## config.mk

```make
export PLATFORM = sky130hd
export DESIGN_NAME = timer_field_counter_flat
export DESIGN_NICKNAME = d
export VERILOG_FILES = /design/src/rtl/timer_field_counter_if.sv /design/src/rtl/timer_field_counter.sv /design/src/flat_wrapper.sv
export SDC_FILE = /design/constraint.sdc
export NUM_CORES = 1
export LEC_CHECK = 0
export ABC_AREA = 0
export CAP_MARGIN = 10
export CORE_ASPECT_RATIO = 1.2
export CORE_MARGIN = 2
export CORE_UTILIZATION = 40
export CTS_BUF_LIST = sky130_fd_sc_hd__clkbuf_2 sky130_fd_sc_hd__clkbuf_4 sky130_fd_sc_hd__clkbuf_8
export DETAILED_ROUTE_END_ITERATION = 10
export PLACE_DENSITY = 0.66
export SYNTH_ARGS = -nofsm -noshare
export SYNTH_HDL_FRONTEND = slang
export SYNTH_SLANG_ARGS = --single-unit
export TNS_END_PERCENT = 100
```

## constraint.sdc

```tcl
create_clock -name clk -period 3.3 [get_ports clk]
set_input_delay 0.825 -clock clk [delete_from_list [all_inputs] [get_ports clk]]
set_output_delay 0.825 -clock clk [all_outputs]
set_load 0.01 [all_outputs]
```

## src/rtl/timer_field_counter_if.sv

```systemverilog
// Signal bundle between the mode FSM / chain neighbours and one timer field.
// The master side drives buttons, mode and chain inputs; the field drives value and flags.
interface timer_field_counter_if #(
    parameter int WIDTH = 6
);
    logic [1:0]       EN;
    logic             aumento;
    logic             disminuye;
    logic             clear;
    logic             run;
    logic             tick;
    logic             upper_nonzero;
    logic [WIDTH-1:0] value;
    logic             borrow_out;
    logic             nonzero_out;
    logic             done;

    modport master (
        output EN, aumento, disminuye, clear, run, tick, upper_nonzero,
        input  value, borrow_out, nonzero_out, done
    );

    modport slave (
        input  EN, aumento, disminuye, clear, run, tick, upper_nonzero,
        output value, borrow_out, nonzero_out, done
    );
endinterface

```

## src/rtl/timer_field_counter.sv

```systemverilog
// One time field (seconds/minutes/hours) with button editing and chained countdown.
// Fields chain by feeding borrow_out into the next field's tick and nonzero_out downward.
module timer_field_counter #(
    parameter int WIDTH    = 6,
    parameter int MAX      = 59,
    parameter int SEL_CODE = 2,
    parameter int WRAP     = 1
) (
    input logic                  clk,
    input logic                  rst,
    timer_field_counter_if.slave bus
);
    if (MAX < 1 || MAX >= (1 << WIDTH)) begin : g_bad_max
        $error("timer_field_counter: MAX must satisfy 1 <= MAX < 2**WIDTH");
    end

    localparam logic [WIDTH-1:0] MAX_V = WIDTH'(MAX);
    localparam logic [1:0]       SEL_V = 2'(SEL_CODE);

    logic             aum_q;
    logic             dis_q;
    logic [WIDTH-1:0] value_q;
    logic             borrow_q;
    logic             done_q;

    logic [WIDTH-1:0] value_d;
    logic             borrow_d;
    logic             done_d;
    logic             up_step;
    logic             dn_step;
    logic             selected;

    function automatic logic [WIDTH-1:0] step_up(input logic [WIDTH-1:0] v);
        if (v == MAX_V) return (WRAP != 0) ? '0 : MAX_V;
        return v + 1'b1;
    endfunction

    function automatic logic [WIDTH-1:0] step_down(input logic [WIDTH-1:0] v);
        if (v == '0) return (WRAP != 0) ? MAX_V : '0;
        return v - 1'b1;
    endfunction

    assign up_step  = bus.aumento & ~aum_q;
    assign dn_step  = bus.disminuye & ~dis_q;
    assign selected = (bus.EN == SEL_V);

    // Next-state: clear beats edit, and a selected field ignores countdown ticks entirely.
    always_comb begin
        value_d  = value_q;
        borrow_d = 1'b0;
        done_d   = done_q;
        if (bus.clear) begin
            value_d = '0;
            done_d  = 1'b0;
        end else if (selected) begin
            if (up_step && !dn_step) begin
                value_d = step_up(value_q);
                done_d  = 1'b0;
            end else if (dn_step && !up_step) begin
                value_d = step_down(value_q);
                done_d  = 1'b0;
            end
        end else if (bus.run && bus.tick) begin
            if (value_q != '0) begin
                value_d = value_q - 1'b1;
            end else if (bus.upper_nonzero) begin
                value_d  = MAX_V;
                borrow_d = 1'b1;
            end else begin
                done_d = 1'b1;
            end
        end
    end

    // Edge registers reset high so a button held through reset cannot step.
    always_ff @(posedge clk) begin
        if (rst) begin
            aum_q    <= 1'b1;
            dis_q    <= 1'b1;
            value_q  <= '0;
            borrow_q <= 1'b0;
            done_q   <= 1'b0;
        end else begin
            aum_q    <= bus.aumento;
            dis_q    <= bus.disminuye;
            value_q  <= value_d;
            borrow_q <= borrow_d;
            done_q   <= done_d;
        end
    end

    assign bus.value       = value_q;
    assign bus.borrow_out  = borrow_q;
    assign bus.done        = done_q;
    assign bus.nonzero_out = (value_q != '0) | bus.upper_nonzero;
endmodule

```

## src/flat_wrapper.sv

```systemverilog
// flat-port wrapper written by rule: the top's interface ports become plain ports
module timer_field_counter_flat 
#(
    parameter int WIDTH    = 6,
    parameter int MAX      = 59,
    parameter int SEL_CODE = 2,
    parameter int WRAP     = 1
)
  (clk, rst, bus_EN, bus_aumento, bus_disminuye, bus_clear, bus_run, bus_tick, bus_upper_nonzero, bus_value, bus_borrow_out, bus_nonzero_out, bus_done);
  timer_field_counter_if #(.WIDTH(WIDTH)) bus_i ();
  input logic clk;
  input logic rst;
  input wire logic [$bits(bus_i.EN)-1:0] bus_EN;
  input wire logic [$bits(bus_i.aumento)-1:0] bus_aumento;
  input wire logic [$bits(bus_i.disminuye)-1:0] bus_disminuye;
  input wire logic [$bits(bus_i.clear)-1:0] bus_clear;
  input wire logic [$bits(bus_i.run)-1:0] bus_run;
  input wire logic [$bits(bus_i.tick)-1:0] bus_tick;
  input wire logic [$bits(bus_i.upper_nonzero)-1:0] bus_upper_nonzero;
  output wire logic [$bits(bus_i.value)-1:0] bus_value;
  output wire logic [$bits(bus_i.borrow_out)-1:0] bus_borrow_out;
  output wire logic [$bits(bus_i.nonzero_out)-1:0] bus_nonzero_out;
  output wire logic [$bits(bus_i.done)-1:0] bus_done;
  assign bus_i.EN = bus_EN;
  assign bus_i.aumento = bus_aumento;
  assign bus_i.disminuye = bus_disminuye;
  assign bus_i.clear = bus_clear;
  assign bus_i.run = bus_run;
  assign bus_i.tick = bus_tick;
  assign bus_i.upper_nonzero = bus_upper_nonzero;
  assign bus_value = bus_i.value;
  assign bus_borrow_out = bus_i.borrow_out;
  assign bus_nonzero_out = bus_i.nonzero_out;
  assign bus_done = bus_i.done;
  timer_field_counter #(.WIDTH(WIDTH), .MAX(MAX), .SEL_CODE(SEL_CODE), .WRAP(WRAP)) u_core (.clk(clk), .rst(rst), .bus(bus_i));
endmodule
```

# Yosys cells after proc, flatten, opt, wreduce, memory -nomap -nowiden

Cells that the tools add are included.

Output and inout bits: 9
Memories: 0
Bits in writable memories: 0
ROM bits: 0
Register bits after elaboration: 10
Input port bits: 10
Word-level logic and storage cells: 57
Latch bits: 0

Bitwise operators: 6
Shift-type cells: 0
Reductions and logical operators: 13
Multiply operators: 0
$lt $le $gt $ge: 0
Multiplexer cells: 26
Div/mod/pow operators: 0
Add/subtract/negate cells: 2
Eq/ne operators: 5

Operators with widths:

| operator                                                            | count |
|---|---|
| 6-bit two-way mux                                                   | 10 |
| 1-bit two-way mux                                                   | 16 |
| 6-bit by 1-bit adder with 6-bit output (second input constant)      | 1 |
| 6-bit == test (second input constant)                               | 1 |
| 6-bit logical NOT                                                   | 1 |
| 6-bit nonzero test                                                  | 1 |
| 6-bit by 1-bit subtractor with 6-bit output (second input constant) | 1 |
| 5-bit OR reduction                                                  | 1 |
| 2-bit by 1-bit != test with 1-bit output (second input constant)    | 2 |
| 4-bit AND reduction                                                 | 1 |
| 1-bit logical AND                                                   | 3 |
| 3-bit != test (second input constant)                               | 1 |
| 1-bit NOT                                                           | 3 |
| 3-bit AND reduction                                                 | 1 |
| 3-bit nonzero test                                                  | 1 |
| 1-bit AND                                                           | 2 |
| 2-bit == test (second input constant)                               | 1 |
| 1-bit logical NOT                                                   | 2 |
| 2-bit nonzero test                                                  | 1 |
| 2-bit OR reduction                                                  | 1 |
| 1-bit bitwise OR                                                    | 1 |

# Depth between registers and ports, before layout

Depth in word-level cells: 12
Depth in mapped cells: 9
Gate-level depth less buffers: 8

# Least setup slack after synthesis

OpenSTA, ideal clock, no wires.

Kind: input-to-reg
Start point: in bus_aumento
End point: reg u_core.value_q[4] (netlist: u_core.bus.value[4])
Data required time: 3.230 ns
Data arrival time: 2.025 ns
Library setup time: 0.070 ns
Slack: 1.205 ns
Path buffers: 1
Stages: 7
Cell sequence: nor2b_1 -> ha_1 -> and3b_1 -> clkbuf_1 -> nand4_1 -> a311o_1 -> a21oi_1

Cells in the longest elaborated chain, start to end: 5
Elaborated cells on any way between the ends: 8
Classes of those cells: eq/ne (1); mux (2); bitwise (1); reduce/logical (4)

RTL lines:

| what                                 | RTL line                  | RTL |
|---|---|---|
| start, declared                      | flat_wrapper.sv:14        | `input wire logic [$bits(bus_i.aumento)-1:0] bus_aumento;` |
| 1-bit AND (*)                        | timer_field_counter.sv:43 | `assign up_step = bus.aumento & ~aum_q;` |
| 1-bit logical NOT                    | timer_field_counter.sv:59 | `end else if (dn_step && !up_step) begin` |
| 1-bit logical AND                    | timer_field_counter.sv:59 |  |
| 3-bit != test (no source line)       | -                         |  |
| 3-bit AND reduction (no source line) | -                         |  |
| end signal, assigned                 | timer_field_counter.sv:86 | `value_q <= value_d;` |
| end, declared                        | timer_field_counter.sv:22 | `logic [WIDTH-1:0] value_q;` |

Mark *: on every way between the ends. The rest lies on a longest branch, timed or not.
A chain may end at the register's enable or synchronous reset.

# Worst setup path in the final report

Start point: in bus_upper_nonzero
End point: out bus_nonzero_out

Cells in the longest elaborated chain, start to end: 1

RTL lines:

| what             | RTL line                  | RTL |
|---|---|---|
| start, declared  | flat_wrapper.sv:19        | `input wire logic [$bits(bus_i.upper_nonzero)-1:0] bus_upper_nonzero;` |
| 1-bit bitwise OR | timer_field_counter.sv:95 | `assign bus.nonzero_out = (value_q != '0) \| bus.upper_nonzero;` |
| end, declared    | flat_wrapper.sv:22        | `output wire logic [$bits(bus_i.nonzero_out)-1:0] bus_nonzero_out;` |

No other way between the ends.

==> flow_metrics.env <==
export IMPL_finClkSkew_ns=0.00307
export IMPL_grt_pass1_vias=612
export IMPL_dp_hpwl_microns=1170
export IMPL_start_kind="primary input"
export IMPL_netlist_area_leader_share_pct=26.8
export IMPL_cp_arrival_ns=1.97
export IMPL_core_sq_um=1810
export IMPL_crit_required_ns=2.47
export IMPL_min_delay_path_class="register to register"
export IMPL_track_usage_pct=15.7
export IMPL_antenna_left=0
export IMPL_final_common_cell="clkdlybuf4s50_1"
export IMPL_place_port_buffers=18
export IMPL_rows=17
export IMPL_p_total_uw=291
export IMPL_crit_type="primary input to output port"
export IMPL_synth_seq_area_share_pct=26.8
export IMPL_synthDistinctLibCells=41
export IMPL_ys_ff_latch=10
export IMPL_drc=0
export IMPL_synth_net_count=101
export IMPL_cp_end_kind="output port"
export IMPL_synthToLayoutAreaGrowth_pct=23.9
export IMPL_hold_viol=0
export IMPL_syn_area_per_cell_sq_um=8.60
export IMPL_io_pins=19
export IMPL_netlist_instances=87
export IMPL_hold_slack_ns=0.530
export IMPL_setup_tns_final_ns=0
export IMPL_cts_resized=0
export IMPL_n_fill_cell=183
export IMPL_finalWirelength_microns=1550
export IMPL_ir_drop_v=0.000215
export IMPL_ys_warn_count=0
export IMPL_period_minus_slack_ns=2.79
export IMPL_ctsHtreeMaxLevel=1
export IMPL_root_buffer="clkbuf_4"
export IMPL_slew_headroom_pct=61.0
export IMPL_tritoncts="done"
export IMPL_post_drt_wl_per_cell_microns=12.8
export IMPL_dieArea_sq_um=2230
export IMPL_setup_viol=0
export IMPL_vias=678
export IMPL_grt_start_max_net_pins=13
export IMPL_initial_utilization_pct=41.4
export IMPL_cp_max_fo=2
export IMPL_drive_gt1_share_pct=17.6
export IMPL_hold_buffers=0
export IMPL_post_cts_repair_setup_buffers=0
export IMPL_viasPerCell=5.60
export IMPL_synth_top_area_cell="dfxtp_1"
export IMPL_worst_pin_slew_ns=0.586
export IMPL_clock_sinks=10
export IMPL_drtIter0Drc=16
export IMPL_final_util_pct=51.3
export IMPL_n_antenna_cell=0
export IMPL_synthTopCellsByArea="dfxtp_1 (27%), ha_1 (6.7%), nand3_1 (4.7%)"
export IMPL_numCtsBuffers=3
export IMPL_synthesis_area_sq_um=748
export IMPL_antenna_found_initial=0
export IMPL_die_x_microns=43.5
export IMPL_mostFrequentLayoutCells="clkdlybuf4s50_1 (18), dfxtp_1 (10), nand3_1 (7)"
export IMPL_grt_ovfl_total=0
export IMPL_clk_path_buf_depth=2
export IMPL_max_freq_mhz=358
export IMPL_status="finished clean"
export IMPL_p_leak_uw=0.000356
export IMPL_drt_pass1_iterations=4
export IMPL_power_density_nw_per_um2=314
export IMPL_clk_pin_slew_worst_paths_ns=0.06
export IMPL_rsz0062_at_grt="false"
export IMPL_die_h_microns=51.4
export IMPL_final_net_count=118
export IMPL_insertion_delay_ns=0.26
export IMPL_grt_pass1_wl_microns=2730
export IMPL_gp_congestion=0.821
export IMPL_slew_viol_final=0
export IMPL_drv_cap=0
export IMPL_fin_crit_sh_pct=84.6
==> report_power, final <==
group	internal (uW)	switching, uW
sequential	125	7.55
clock	42.1	41.1
combinational	40.8	34.3
total	208	82.9
==> critical path: stages <==
cell and delay [ns]:
clkdlybuf4s50_1 0.50, nor2_2 0.06, inv_2 0.06, clkdlybuf4s50_1 0.53
==> flip-flops by register name, summed over array words and instances (netlist names) <==
register and cells:
u_core.aum_q 1, u_core.bus.borrow_out 1, u_core.bus.done 1, u_core.bus.value 6
u_core.dis_q 1
==> Yosys cell counts (all sizes together) <==
cell type / number
o41ai: 1
nor2: 8
ha: 4
o211a: 1
o31a: 1
nand3: 8
or2: 3
inv: 3
nor3: 2
a21o: 2
dfxtp: 10
mux2i: 1
nor2b: 1
o211ai: 1
nand3b: 1
xnor2: 2
or3: 1
nand2b: 3
and3: 2
and3b: 1
a21oi: 5
nand4: 5
a221oi: 1
nor4: 1
a311o: 1
o221a: 2
o21ai: 4
nand2: 5
a211o: 1
buf: 5
clkbuf: 1
==> area by class of cell <==
| class | count | area (sq um) | share of cell area (%) |
|---|---|---|---|
| Sequential cell | 10 | 200 | 21.6 |
| Timing Repair Buffer | 18 | 180 | 19.4 |
| Inverter | 3 | 11.3 | 1.21 |
| Clock buffer | 3 | 22.5 | 2.43 |
| Tap cell | 19 | 23.8 | 2.56 |
| Multi-Input combinational cell | 68 | 489 | 52.8 |
==> final timing paths <==
check	start	endpoint	slack (ns)	cells past startpoint
hold / removal	u_core.bus.done$_SDFFE_PP0P_	u_core.bus.done$_SDFFE_PP0P_	0.53	2
setup / recovery	bus_upper_nonzero	bus_nonzero_out	0.51	4
hold reg to reg	u_core.bus.done$_SDFFE_PP0P_	u_core.bus.done$_SDFFE_PP0P_	0.53	2
setup reg to reg	u_core.bus.value[0]$_SDFFE_PP0P_	u_core.bus.value[2]$_SDFFE_PP0P_	1.32	8
==> stage by stage <==
stage / cell area (sq um) / setup slack, ns / std cells
6_report: 927 / 0.507 / 121
5_1_grt: 927 / 0.461 / 121
4_1_cts: 927 / 0.503 / 121
3_5_place_dp: 905 / 0.508 / 118
3_3_place_gp: 905 / 0.524 / 118
2_1_floorplan: 748 / 1.20 / 87
==> cells by family (layout without fill, tap and decap cells) <==
| logic type | after synthesis | count (layout) | share of synthesized area [%] |
|---|---|---|---|
| compound gates | 20 | 20 | 22.6 |
| xor+xnor | 2 | 2 | 2.34 |
| fa+ha+maj | 4 | 4 | 6.69 |
| buf+inv | 9 | 24 | 7.86 |
| flops | 10 | 10 | 26.8 |
| mux | 1 | 1 | 1.34 |
| simple gates | 41 | 41 | 32.4 |
==> layer usage <==
| layer | global-route usage (%) | share of wire (%) | vias to the layer above |
|---|---|---|---|
| met5 | 0 | 0 | - |
| met4 | 6.06 | 1.1 | 0 |
| met3 | 2.12 | 3.2 | 4 |
| met2 | 24.6 | 48 | 18 |
| met1 | 21.6 | 48 | 304 |
| li1 | - | - | 352 |
(Power assumes the default switching activity.)
